$ cat src/rtl/queue_pkg.sv
// Shared widths, limits and the wait-time helper for the bank-queue people counter.
package queue_pkg;

  localparam int unsigned PCOUNT_W   = 3;
  localparam int unsigned WTIME_W    = 5;
  localparam int unsigned TCOUNT_W   = 2;
  localparam int unsigned SVC_TIME   = 3;
  localparam int unsigned PCOUNT_MAX = (1 << PCOUNT_W) - 1;
  localparam int unsigned PROD_W     = PCOUNT_W + 4;
  localparam int unsigned SCALED_W   = PROD_W + 6;

  typedef enum logic {
    StIdle,
    StHigh
  } sensor_state_e;

  // floor(SVC_TIME * (p + T - 1) / T); T is 1..3, so /3 is a multiply by 43/128,
  // exact for every numerator below 128.
  function automatic logic [WTIME_W-1:0] wait_time(input logic [PCOUNT_W-1:0] pcount,
                                                   input logic [TCOUNT_W-1:0] tcount);
    logic [PROD_W-1:0]   t_eff;
    logic [PROD_W-1:0]   num;
    logic [SCALED_W-1:0] scaled;
    logic [PROD_W-1:0]   quot;
    t_eff  = (tcount == '0) ? PROD_W'(1) : PROD_W'(tcount);
    num    = PROD_W'(SVC_TIME) * (PROD_W'(pcount) + t_eff - PROD_W'(1));
    scaled = SCALED_W'(num) * SCALED_W'(43);
    unique case (t_eff)
      PROD_W'(2): quot = num >> 1;
      PROD_W'(3): quot = PROD_W'(scaled >> 7);
      default:    quot = num;
    endcase
    if (pcount == '0) begin
      quot = '0;
    end
    return WTIME_W'(quot);
  endfunction

endpackage

$ cat src/rtl/sensor_edge_sync.sv
// Photocell synchroniser and rising-edge qualifier producing a one-cycle event pulse.
module sensor_edge_sync
  import queue_pkg::*;
#(
  parameter int unsigned SYNC_STAGES = 2
) (
  input  logic clk,
  input  logic rst,
  input  logic sensor,
  output logic pulse
);

  localparam int unsigned FILL_W = $clog2(SYNC_STAGES + 1);

  logic [SYNC_STAGES-1:0] sync_q;
  logic [FILL_W-1:0]      fill_q, fill_d;
  logic                   armed_q, armed_d;
  sensor_state_e          state_q, state_d;
  logic                   level;
  logic                   valid;

  assign level = sync_q[SYNC_STAGES-1];
  assign valid = (fill_q == FILL_W'(SYNC_STAGES));

  // The cleared chain reads low for SYNC_STAGES cycles after reset; only a genuine
  // low seen once the chain is filled arms the detector, so a beam held across
  // reset has to fall and rise again before it counts.
  always_comb begin
    fill_d  = valid ? fill_q : fill_q + 1'b1;
    armed_d = armed_q | (valid & ~level);
  end

  always_comb begin
    state_d = state_q;
    pulse   = 1'b0;
    unique case (state_q)
      StIdle: begin
        if (level && armed_q) begin
          state_d = StHigh;
          pulse   = 1'b1;
        end
      end
      StHigh: begin
        if (!level) begin
          state_d = StIdle;
        end
      end
      default: state_d = StIdle;
    endcase
  end

  always_ff @(posedge clk or posedge rst) begin
    if (rst) begin
      sync_q  <= '0;
      fill_q  <= '0;
      armed_q <= 1'b0;
      state_q <= StIdle;
    end else begin
      sync_q  <= {sync_q[SYNC_STAGES-2:0], sensor};
      fill_q  <= fill_d;
      armed_q <= armed_d;
      state_q <= state_d;
    end
  end

endmodule

$ cat src/rtl/queue_counter.sv
// Bank-queue people counter: arrivals/departures from two photocells, saturating
// count with flags, and a registered wait-time estimate for the display decoder.
module queue_counter
  import queue_pkg::*;
#(
  parameter int unsigned SYNC_STAGES = 2
) (
  input  logic                clk,
  input  logic                rst,
  input  logic                front_sensor,
  input  logic                back_sensor,
  input  logic [TCOUNT_W-1:0] Tcount,
  output logic [PCOUNT_W-1:0] Pcount,
  output logic [WTIME_W-1:0]  Wtime,
  output logic                full_flag,
  output logic                empty_flag
);

  logic [1:0]          rst_sync_q;
  logic                rst_int;
  logic                arr;
  logic                dep;
  logic [PCOUNT_W-1:0] pcount_q, pcount_d;
  logic [WTIME_W-1:0]  wtime_q, wtime_d;
  logic                full_q, full_d;
  logic                empty_q, empty_d;

  // Reset asserts immediately, releases two clean edges after rst falls.
  always_ff @(posedge clk or posedge rst) begin
    if (rst) begin
      rst_sync_q <= 2'b11;
    end else begin
      rst_sync_q <= {rst_sync_q[0], 1'b0};
    end
  end

  assign rst_int = rst_sync_q[1];

  sensor_edge_sync #(
    .SYNC_STAGES(SYNC_STAGES)
  ) u_front (
    .clk   (clk),
    .rst   (rst_int),
    .sensor(front_sensor),
    .pulse (arr)
  );

  sensor_edge_sync #(
    .SYNC_STAGES(SYNC_STAGES)
  ) u_back (
    .clk   (clk),
    .rst   (rst_int),
    .sensor(back_sensor),
    .pulse (dep)
  );

  always_comb begin
    pcount_d = pcount_q;
    if (arr && !dep && !full_q) begin
      pcount_d = pcount_q + 1'b1;
    end else if (dep && !arr && !empty_q) begin
      pcount_d = pcount_q - 1'b1;
    end
    full_d  = (pcount_d == PCOUNT_W'(PCOUNT_MAX));
    empty_d = (pcount_d == '0);
    wtime_d = wait_time(pcount_q, Tcount);
  end

  always_ff @(posedge clk or posedge rst_int) begin
    if (rst_int) begin
      pcount_q <= '0;
      wtime_q  <= '0;
      full_q   <= 1'b0;
      empty_q  <= 1'b1;
    end else begin
      pcount_q <= pcount_d;
      wtime_q  <= wtime_d;
      full_q   <= full_d;
      empty_q  <= empty_d;
    end
  end

  assign Pcount     = pcount_q;
  assign Wtime      = wtime_q;
  assign full_flag  = full_q;
  assign empty_flag = empty_q;

endmodule

$ cat config.mk
export PLATFORM = sky130hd
export DESIGN_NAME = queue_counter
export DESIGN_NICKNAME = d
export VERILOG_FILES = /design/src/rtl/queue_pkg.sv /design/src/rtl/sensor_edge_sync.sv /design/src/rtl/queue_counter.sv
export SDC_FILE = /design/constraint.sdc
export NUM_CORES = 1
export LEC_CHECK = 0
export ABC_AREA = 1
export ABC_CLOCK_PERIOD_IN_PS = 1350
export CAP_MARGIN = 20
export CELL_PAD_IN_SITES_DETAIL_PLACEMENT = 0
export CELL_PAD_IN_SITES_GLOBAL_PLACEMENT = 2
export CORE_MARGIN = 3
export CORE_UTILIZATION = 37
export CTS_BUF_LIST = sky130_fd_sc_hd__clkbuf_8
export DETAILED_ROUTE_END_ITERATION = 8
export PLACE_DENSITY = 0.94
export SYNTH_ARGS = -nofsm -noshare
export SYNTH_HDL_FRONTEND = slang
export SYNTH_SLANG_ARGS = --single-unit
$ cat constraint.sdc
create_clock -name clk -period 1.35 [get_ports clk]
set_clock_uncertainty 0.2 [all_clocks]
set_input_delay 0.27 -clock clk [delete_from_list [all_inputs] [get_ports clk]]
set_output_delay 0.27 -clock clk [all_outputs]
set_load 0.01 [all_outputs]
* Word level (Yosys, flattened, before mapping)
Cells that the tools add are included.
W data, S select, Z words.
** Storage, ports and cells
- Bits in registers :: 24
- Input bits :: 6
- Word-level logic and storage cells :: 60
** Operators by class
- Add/sub/neg operators :: 6
- $mul :: 2
- Equal/unequal tests :: 5
- Mux-type cells :: 13
- Bitwise logic cells :: 8
- Reductions and logical operators :: 13
** Operators with widths (count)
- $mul A7 B6 Y12 const B :: 1
- $pmux W5 S2 :: 1
- $eq A2 B2 Y1 const B :: 4
- $mul A2 B7 Y7 const A :: 1
- $logic_and A1 B1 Y1 :: 6
- $logic_not A3 Y1 :: 2
- $mux W1 :: 6
- $mux W3 :: 2
- $mux W5 :: 1
- $sub A4 B1 Y5 const B :: 1
- $add A2 B1 Y2 const B :: 2
- $add A3 B2 Y4 :: 1
- $logic_not A1 Y1 :: 4
- $not A1 Y1 :: 4
- $pmux W1 S2 :: 2
- $add A3 B1 Y3 const B :: 1
- $eq A3 B3 Y1 const B :: 1
- $sub A3 B1 Y3 const B :: 1
- $and A1 B1 Y1 :: 2
- $logic_not A2 Y1 :: 1
- $mux W2 :: 1
- $or A1 B1 Y1 :: 2

* Logic depth before layout (Yosys ltp)
Gate-level depths: netlist of the first run.
- Depth after elaboration :: 9
- Mapped depth :: 31
- Gate-level depth less buffers :: 31

* Hierarchy
Synthesis of the first run repeated with hierarchy kept, for this count alone.
** Second synthesis, totals
- Cells, all modules :: 262
- Area total of the unflattened synthesis :: 2184.6 um^2
** By module, submodules not included
- queue_counter :: times used 1, cells each 216, area an instance 1736.7 um^2, sequential area each 304.0 um^2
- sensor_edge_sync :: times used 2, cells each 23, area an instance 224.0 um^2, sequential area each 150.1 um^2

* Least setup slack after synthesis of the first run
Ideal clock, no wire load.
- Kind :: reg-to-reg
- Start point :: reg pcount_q[1], in the netlist Pcount[1]
- End point :: reg wtime_q[4], in the netlist Wtime[4]
- Library setup time :: 0.113 ns
- Data arrival time :: 4.589 ns
- Path slack :: -3.552 ns
- Cell stages (with the launch flop) :: 25
- Cells stage by stage :: dfrtp_1 inv_1 ha_1 inv_1 ha_1 inv_1 fa_1 fa_1 inv_1 nor2_1 nor2_1 ha_1 inv_1 fa_1 inv_1 fa_1 ha_1 a21oi_1 nand2_1 nand2_1 nand2_1 nand2_1 nand3_1 nand2_1 inv_1
** On the way
- Cells in the longest elaborated chain, start to end :: 6
- Elaborated cells on any way between the ends :: 7
- Those cells by class :: add/sub: 2; mul: 2; mux: 2; reduce/logical: 1
** RTL lines
- start: declaration :: RTL line queue_counter.sv:23 : logic [PCOUNT_W-1:0] pcount_q, pcount_d;
- start signal: assignment :: RTL line queue_counter.sv:76 : pcount_q <= pcount_d;
- $add A3 B2 Y4 :: RTL line queue_pkg.sv:26 : num = PROD_W'(SVC_TIME) * (PROD_W'(pcount) + t_eff - PROD_W'(1));
- $sub A4 B1 Y5 :: RTL line queue_pkg.sv:26
- $mul A2 B7 Y7 :: RTL line queue_pkg.sv:26
- $mul A7 B6 Y12 :: RTL line queue_pkg.sv:27 : scaled = SCALED_W'(num) * SCALED_W'(43);
- $pmux W5 S2 :: RTL line queue_pkg.sv:28 : unique case (t_eff)
- $mux W5 * :: RTL line queue_pkg.sv:33 : if (pcount == '0) begin
- net wtime_d[4] :: RTL line queue_counter.sv:24 : logic [WTIME_W-1:0] wtime_q, wtime_d;
- end signal: assignment :: RTL line queue_counter.sv:77 : wtime_q <= wtime_d;
- end: declaration :: RTL line queue_counter.sv:24
Mark *: on every way through the listed nets, which the timed path passes. The rest lies on a longest branch.
A chain may end at the register's enable or synchronous reset.

* Final worst setup path of the first run
Ends and elaborated chain as after synthesis.

==> flow_metrics.env, run 1 <==
export IMPL_critPathTopFamily="adder cells"
export IMPL_die_h_microns=82.0
export IMPL_drt_iter0_drc=55
export IMPL_min_path_type="flip-flop to async pin"
export IMPL_grt_pass1_vias=1707
export IMPL_clock_latency_ns=0.27
export IMPL_finalCritPeriodShare_pct=344
export IMPL_cap_violations=0
export IMPL_slowest_delay_ns=0.47
export IMPL_ys_seq_area_share_pct=28.3
export IMPL_violations="setup timing"
export IMPL_yosysWarnings=0
export IMPL_finish_utilization_pct=58.3
export IMPL_status="finished, violations left"
export IMPL_cts_tree="done"
export IMPL_layout_cells_non_filler=396
export IMPL_path_class="flip-flop to flip-flop"
export IMPL_synth_seq_cells=24
export IMPL_critPathLaunchType="flip-flop"
export IMPL_coreArea_sq_um=5540
export IMPL_cts_htree_levels=1
export IMPL_max_freq_mhz=215
export IMPL_clockRootBuffer="clkbuf_8"
export IMPL_syn_num_nets=310
export IMPL_dp_cells=381
export IMPL_nNetsFinal=381
export IMPL_end_kind="flip-flop"
export IMPL_diodes=0
export IMPL_vias_per_cell=4.44
export IMPL_grt_use_total_pct=14.1
export IMPL_ant_nets=0
export IMPL_clk_pin_slew_ns=0.08
export IMPL_crit_fanout=5
export IMPL_start_util_pct=38.6
export IMPL_synth_ff_type="dfrtp_1"
export IMPL_syn_inst=254
export IMPL_wl_mm=4.44
export IMPL_ys_types=27
export IMPL_rsz0062_at_grt="true"
export IMPL_critPathArrivalTime_ns=4.65
export IMPL_die_width_microns=82.0
export IMPL_fin_crit_ns=4.64
export IMPL_setup_slack_ns=-3.29
export IMPL_maxSlewViolCount=0
export IMPL_layout_drive_gt1_share_pct=50.6
export IMPL_ios=16
export IMPL_firstDrtPassIters=4
export IMPL_via_count=1759
export IMPL_portBuffers=15
export IMPL_grt_max_degree=14
export IMPL_gp_congestion=0.825
export IMPL_finalHoldViolations=0
export IMPL_cts_sinks=24
export IMPL_crit_slowest_cell="fa_2"
export IMPL_async_flop_share_pct=100
export IMPL_num_rows=27
export IMPL_dp_hpwl_mm=3.56
export IMPL_pre_cts_ws_ns=-3.77
export IMPL_grt_overflow_total=0
export IMPL_path_buf_inv=8
export IMPL_setup_viol=13
export IMPL_synth_edf_count=0
export IMPL_clockBufferDepth=2
export IMPL_drc=0
export IMPL_cts_inserted_buffers=3
export IMPL_cp_required_ns=1.35
export IMPL_antenna_found_initial=0
export IMPL_syn_to_final_growth_pct=51.0
export IMPL_wl_per_cell_microns=11.2
export IMPL_die_area_sq_um=6730
export IMPL_syn_avg_cell_area_sq_um=8.42
export IMPL_cts_hold_buf=0
export IMPL_grt_pass1_wl_mm=7.36
export IMPL_synth_area_sq_um=2140
==> logic make-up (layout without fill, tap and decap cells) <==
family / Yosys count / in the layout / synth area share (%)
adders and majority gates: 50 / 50 / 32.4
buffers and inverters: 61 / 131 / 10.7
xor gates and xnor gates: 8 / 8 / 3.63
and+or+nand+nor: 82 / 82 / 17.6
other: 1 / 1 / 0.175
DFF: 24 / 24 / 28.3
AOI/OAI and AO/OA: 28 / 28 / 7.20
==> timing repair <==
item,in CTS,in global routing
resized for setup,69,49
endpoints found under the setup margin,20,17
buffers inserted,7,8
gates cloned,0,0
pin swaps,20,37
hold endpoints to repair,0,0
==> layer usage <==
layer  GRT usage [%]  routed length [microns]
met1            19.1                     2120
met2            23.7                     2190
met3            1.64                       83
met4            3.99                       48
met5               0                        0
==> layout by cell type (no fill, tap or decap), types with 6 or more instances in the layout <==
cell type | netlist | routed
ha_1 | 41 | 25
inv_1 | 52 | 41
nor2_1 | 11 | 7
nand2_1 | 42 | 27
nand2_4 | 2 | 6
nand3_1 | 17 | 7
ha_4 | 0 | 14
buf_6 | 0 | 9
a21oi_2 | 0 | 7
inv_2 | 8 | 20
fa_1 | 9 | 6
nand3_2 | 0 | 9
nand2_2 | 5 | 16
buf_4 | 0 | 45
dfrtp_1 | 21 | 20
a21oi_1 | 15 | 7
==> cell type report <==
type,instances,area [sq um]
fill,489,2310
clock inverter,1,3.75
multi-input combinational,169,1720
inverter,61,231
tap,72,90.1
sequential,24,606
timing repair buffer,66,532
clock buffer,3,41.3
==> worst reg2reg max path: cells and delay by family (launching register included) <==
kind                     cells  cell delay [ns]
flip-flops                   1             0.37
buffers and inverters        8             0.68
AND/OR/NAND/NOR             10             0.84
adder cells (fa/ha/maj)      8             2.54
==> synth_stat cells, types with 2 or more instances <==
master / count / area [sq um]
inv_1: 52 / 195
nand2_1: 42 / 158
ha_1: 41 / 513
dfrtp_1: 21 / 526
nand3_1: 17 / 85.1
a21oi_1: 15 / 75.1
nor2_1: 11 / 41.3
fa_1: 9 / 180
inv_2: 8 / 30.0
nand2_2: 5 / 31.3
o21ai_1: 5 / 25.0
xnor2_1: 4 / 35.0
dfstp_2: 3 / 78.8
o21ai_0: 3 / 15.0
xor2_1: 3 / 26.3
nand2_4: 2 / 22.5
o21a_1: 2 / 15.0
o221ai_1: 2 / 17.5
==> final timing paths <==
check / startpoint / to / slack [ns] / cells past startpoint
worst max-delay path: Pcount[1] / Wtime[4] / -3.29 / 26
worst min-delay path: rst_sync_q[1] / full_flag / 0.01 / 1
worst max register to register: Pcount[1] / Wtime[4] / -3.29 / 26
worst min register to register: rst_sync_q[1] / full_flag / 0.01 / 1
max in group asynchronous: rst_sync_q[1] / Pcount[2] / 0.49 / 2
min in group clk: rst_sync_q[0] / rst_sync_q[1] / 0.16 / 0
==> through the flow <==
stage | setup TNS (ns) | area [sq um] | hold WS, ns
floorplan | -15.87 | 2280 | -0.0185
global placement | -19.51 | 2820 | 0.0184
detailed placement | -19.71 | 2820 | 0.0265
CTS | -17.54 | 3030 | 0.0287
global route | -18.79 | 3230 | 0.0531
finish | -17.40 | 3230 | 0.0101
==> sequential cells by signal, summed over array words and instances (netlist names) <==
| name | count |
|---|---|
| Wtime | 5 |
| Pcount | 3 |
| rst_sync_q | 2 |
| u_back.fill_q | 2 |
| u_back.sync_q | 2 |
| u_front.fill_q | 2 |
| u_front.sync_q | 2 |
| empty_flag | 1 |
| full_flag | 1 |
| u_back.armed_q | 1 |
| u_back.state_q | 1 |
| u_front.armed_q | 1 |
| u_front.state_q | 1 |
Power of run 1 is not shown: default switching activity piles up to over one toggle a cycle in this logic, so the estimate is an artifact.
==> run 2: changes to the inputs <==
--- a/config.mk
+++ b/config.mk
@@ -10,11 +10,12 @@
 export CAP_MARGIN = 20
 export CELL_PAD_IN_SITES_DETAIL_PLACEMENT = 0
 export CELL_PAD_IN_SITES_GLOBAL_PLACEMENT = 2
-export CORE_MARGIN = 3
+export CORE_MARGIN = 2
 export CORE_UTILIZATION = 37
 export CTS_BUF_LIST = sky130_fd_sc_hd__clkbuf_8
+export CTS_CLUSTER_SIZE = 20
 export DETAILED_ROUTE_END_ITERATION = 8
-export PLACE_DENSITY = 0.94
+export PLACE_DENSITY_LB_ADDON = 0.1
 export SYNTH_ARGS = -nofsm -noshare
 export SYNTH_HDL_FRONTEND = slang
 export SYNTH_SLANG_ARGS = --single-unit
==> run 2 against run 1 <==
Highest routed layer unchanged. Routed wire length is 4.1% higher. Global-route usage up 2.1 points. The flow still finishes with violations (setup timing). Critical endpoint is now Wtime[3]. Worst hold slack better by 0.083 ns.
==> flow_metrics.env, run 2 (synthesis results as in run 1) <==
export IMPL_status="finished, violations left"
export IMPL_violations="setup timing"
export IMPL_rsz0062_at_grt="true"
export IMPL_r2r_end="Wtime[3]"
export IMPL_num_rows=27
export IMPL_cts_sinks=24
export IMPL_critPathArrivalTime_ns=4.69
export IMPL_ios=16
export IMPL_layout_drive_gt1_share_pct=48.3
export IMPL_ff2ff_path_depth=24
export IMPL_crit_fanout=3
export IMPL_antenna_found_initial=0
export IMPL_slowest_delay_ns=0.53
export IMPL_syn_to_final_growth_pct=50.2
export IMPL_crit_chain="inv_2 -> ha_4 -> inv_2 -> ha_4 -> inv_4 -> fa_2 -> fa_2 -> inv_2 -> nor2_4 -> nand2_2 -> nand2_4 -> ha_4 -> inv_2 -> fa_1 -> inv_2 -> fa_1 -> ha_4 -> buf_6 -> nand2_2 -> nor2_1 -> nand2_1 -> nand3_2 -> nand3_2 -> a21oi_2"
export IMPL_use_met3_pct=2.38
export IMPL_cap_violations=0
export IMPL_cp_required_ns=1.35
export IMPL_gp_congestion=0.737
export IMPL_path_common_cell="inv_2"
export IMPL_die_width_microns=80.0
export IMPL_grt_max_degree=19
export IMPL_start_util_pct=38.6
export IMPL_grt_use_met1_pct=22.9
export IMPL_finalCritPeriodShare_pct=348
export IMPL_diodes=0
export IMPL_multi_input_area_sq_um=1700
export IMPL_fin_crit_ns=4.70
export IMPL_clk_pin_slew_ns=0.08
export IMPL_busiest_layer="met2"
export IMPL_grt_use_total_pct=16.2
export IMPL_maxSlewViolCount=0
export IMPL_grt_pass1_vias=1828
export IMPL_ant_nets=0
export IMPL_die_area_sq_um=6400
export IMPL_final_cell_mix="buf_4 (41), inv_1 (39), nand2_1 (32)"
export IMPL_dp_hpwl_mm=3.78
export IMPL_die_h_microns=80.0
export IMPL_max_freq_mhz=213
export IMPL_dp_cells=384
export IMPL_met2_usage_pct=27.2
export IMPL_drc=0
export IMPL_min_path_type="flip-flop to async pin"
export IMPL_cts_tree="done"
export IMPL_layout_commonest_cell="buf_4"
export IMPL_r2r_start="Pcount[1]"
export IMPL_n_fill_cell=502
export IMPL_seqCellArea_sq_um=606
export IMPL_via_count=1771
export IMPL_setup_slack_ns=-3.35
export IMPL_layout_cells_non_filler=395
export IMPL_drt_iter0_drc=40
export IMPL_firstDrtPassIters=4
export IMPL_grt_overflow_total=0
export IMPL_end_kind="flip-flop"
export IMPL_coreArea_sq_um=5540
export IMPL_nNetsFinal=380
export IMPL_grt_pass1_wl_mm=8.20
export IMPL_critPathLaunchType="flip-flop"
export IMPL_clockRootBuffer="clkbuf_8"
export IMPL_clock_latency_ns=0.26
export IMPL_regToRegSetupSlack_ns=-3.35
export IMPL_setup_viol=13
export IMPL_finalHoldViolations=0
export IMPL_clockBufferDepth=2
export IMPL_cts_htree_levels=1
export IMPL_path_class="flip-flop to flip-flop"
export IMPL_largest_reg_flops=5
export IMPL_vias_per_cell=4.48
export IMPL_wl_per_cell_microns=11.7
export IMPL_wl_mm=4.62
export IMPL_portBuffers=15
export IMPL_cts_inserted_buffers=3
export IMPL_crit_slowest_cell="fa_1"
run 2: worst max path at each step:
stage	start	to	slack [ns]	cells past startpoint
finish	Pcount[1]	Wtime[3]	-3.35	24
global route	Pcount[0]	Wtime[4]	-3.50	23
CTS	Pcount[1]	Wtime[2]	-3.35	26
detailed placement	Tcount[1]	Wtime[2]	-3.78	27
global placement	Tcount[1]	Wtime[2]	-3.77	27
floorplan	Pcount[1]	Wtime[2]	-3.19	24
run 2: critical path, delay by kind of cell, from the launching register on:
kind                       cells  cell delay, ns
AOI/OAI and AO/OA              1            0.15
adders and majority gates      8            2.91
buffers and inverters          7            0.40
DFF                            1            0.37
and+or+nand+nor                8            0.57
run 2: per-stage QoR:
step | hold WS (ns) | util [%] | setup slack (ns) | instance area (sq um) | TNS [ns]
after floorplan | -0.0185 | - | -3.19 | 2280 | -15.87
after global placement | -0.0360 | 51.5 | -3.77 | 2850 | -20.10
after detailed placement | -0.0291 | 51.5 | -3.78 | 2850 | -20.24
after CTS | 0.0950 | 55.7 | -3.35 | 3090 | -17.67
after global routing | 0.136 | 58.0 | -3.50 | 3210 | -18.67
final | 0.0932 | 58.0 | -3.35 | 3210 | -17.46
run 2: final cells by class:
class,instances,area share [%]
Multi-Input combinational cell,169,52.8
Sequential cell,24,18.9
Clock buffer,4,1.71
Tap cell,72,2.80
Inverter,61,7.21
Timing Repair Buffer,65,16.6
run 2: timing repair:
item | in CTS | in global routing
hold buffers | 1 | 0
hold endpoints to repair | 4 | 0
pin swaps | 25 | 20
setup endpoints to repair | 20 | 19
setup buffers | 5 | 2
gates resized for setup | 69 | 37
run 2: routing by layer:
metal / vias up / wire (microns)
li1: 932 / -
met1: 817 / 2340
met4: 0 / 15
met2: 18 / 2160
met3: 4 / 110
met5: - / 0
Power of run 2 is left out for the same reason.
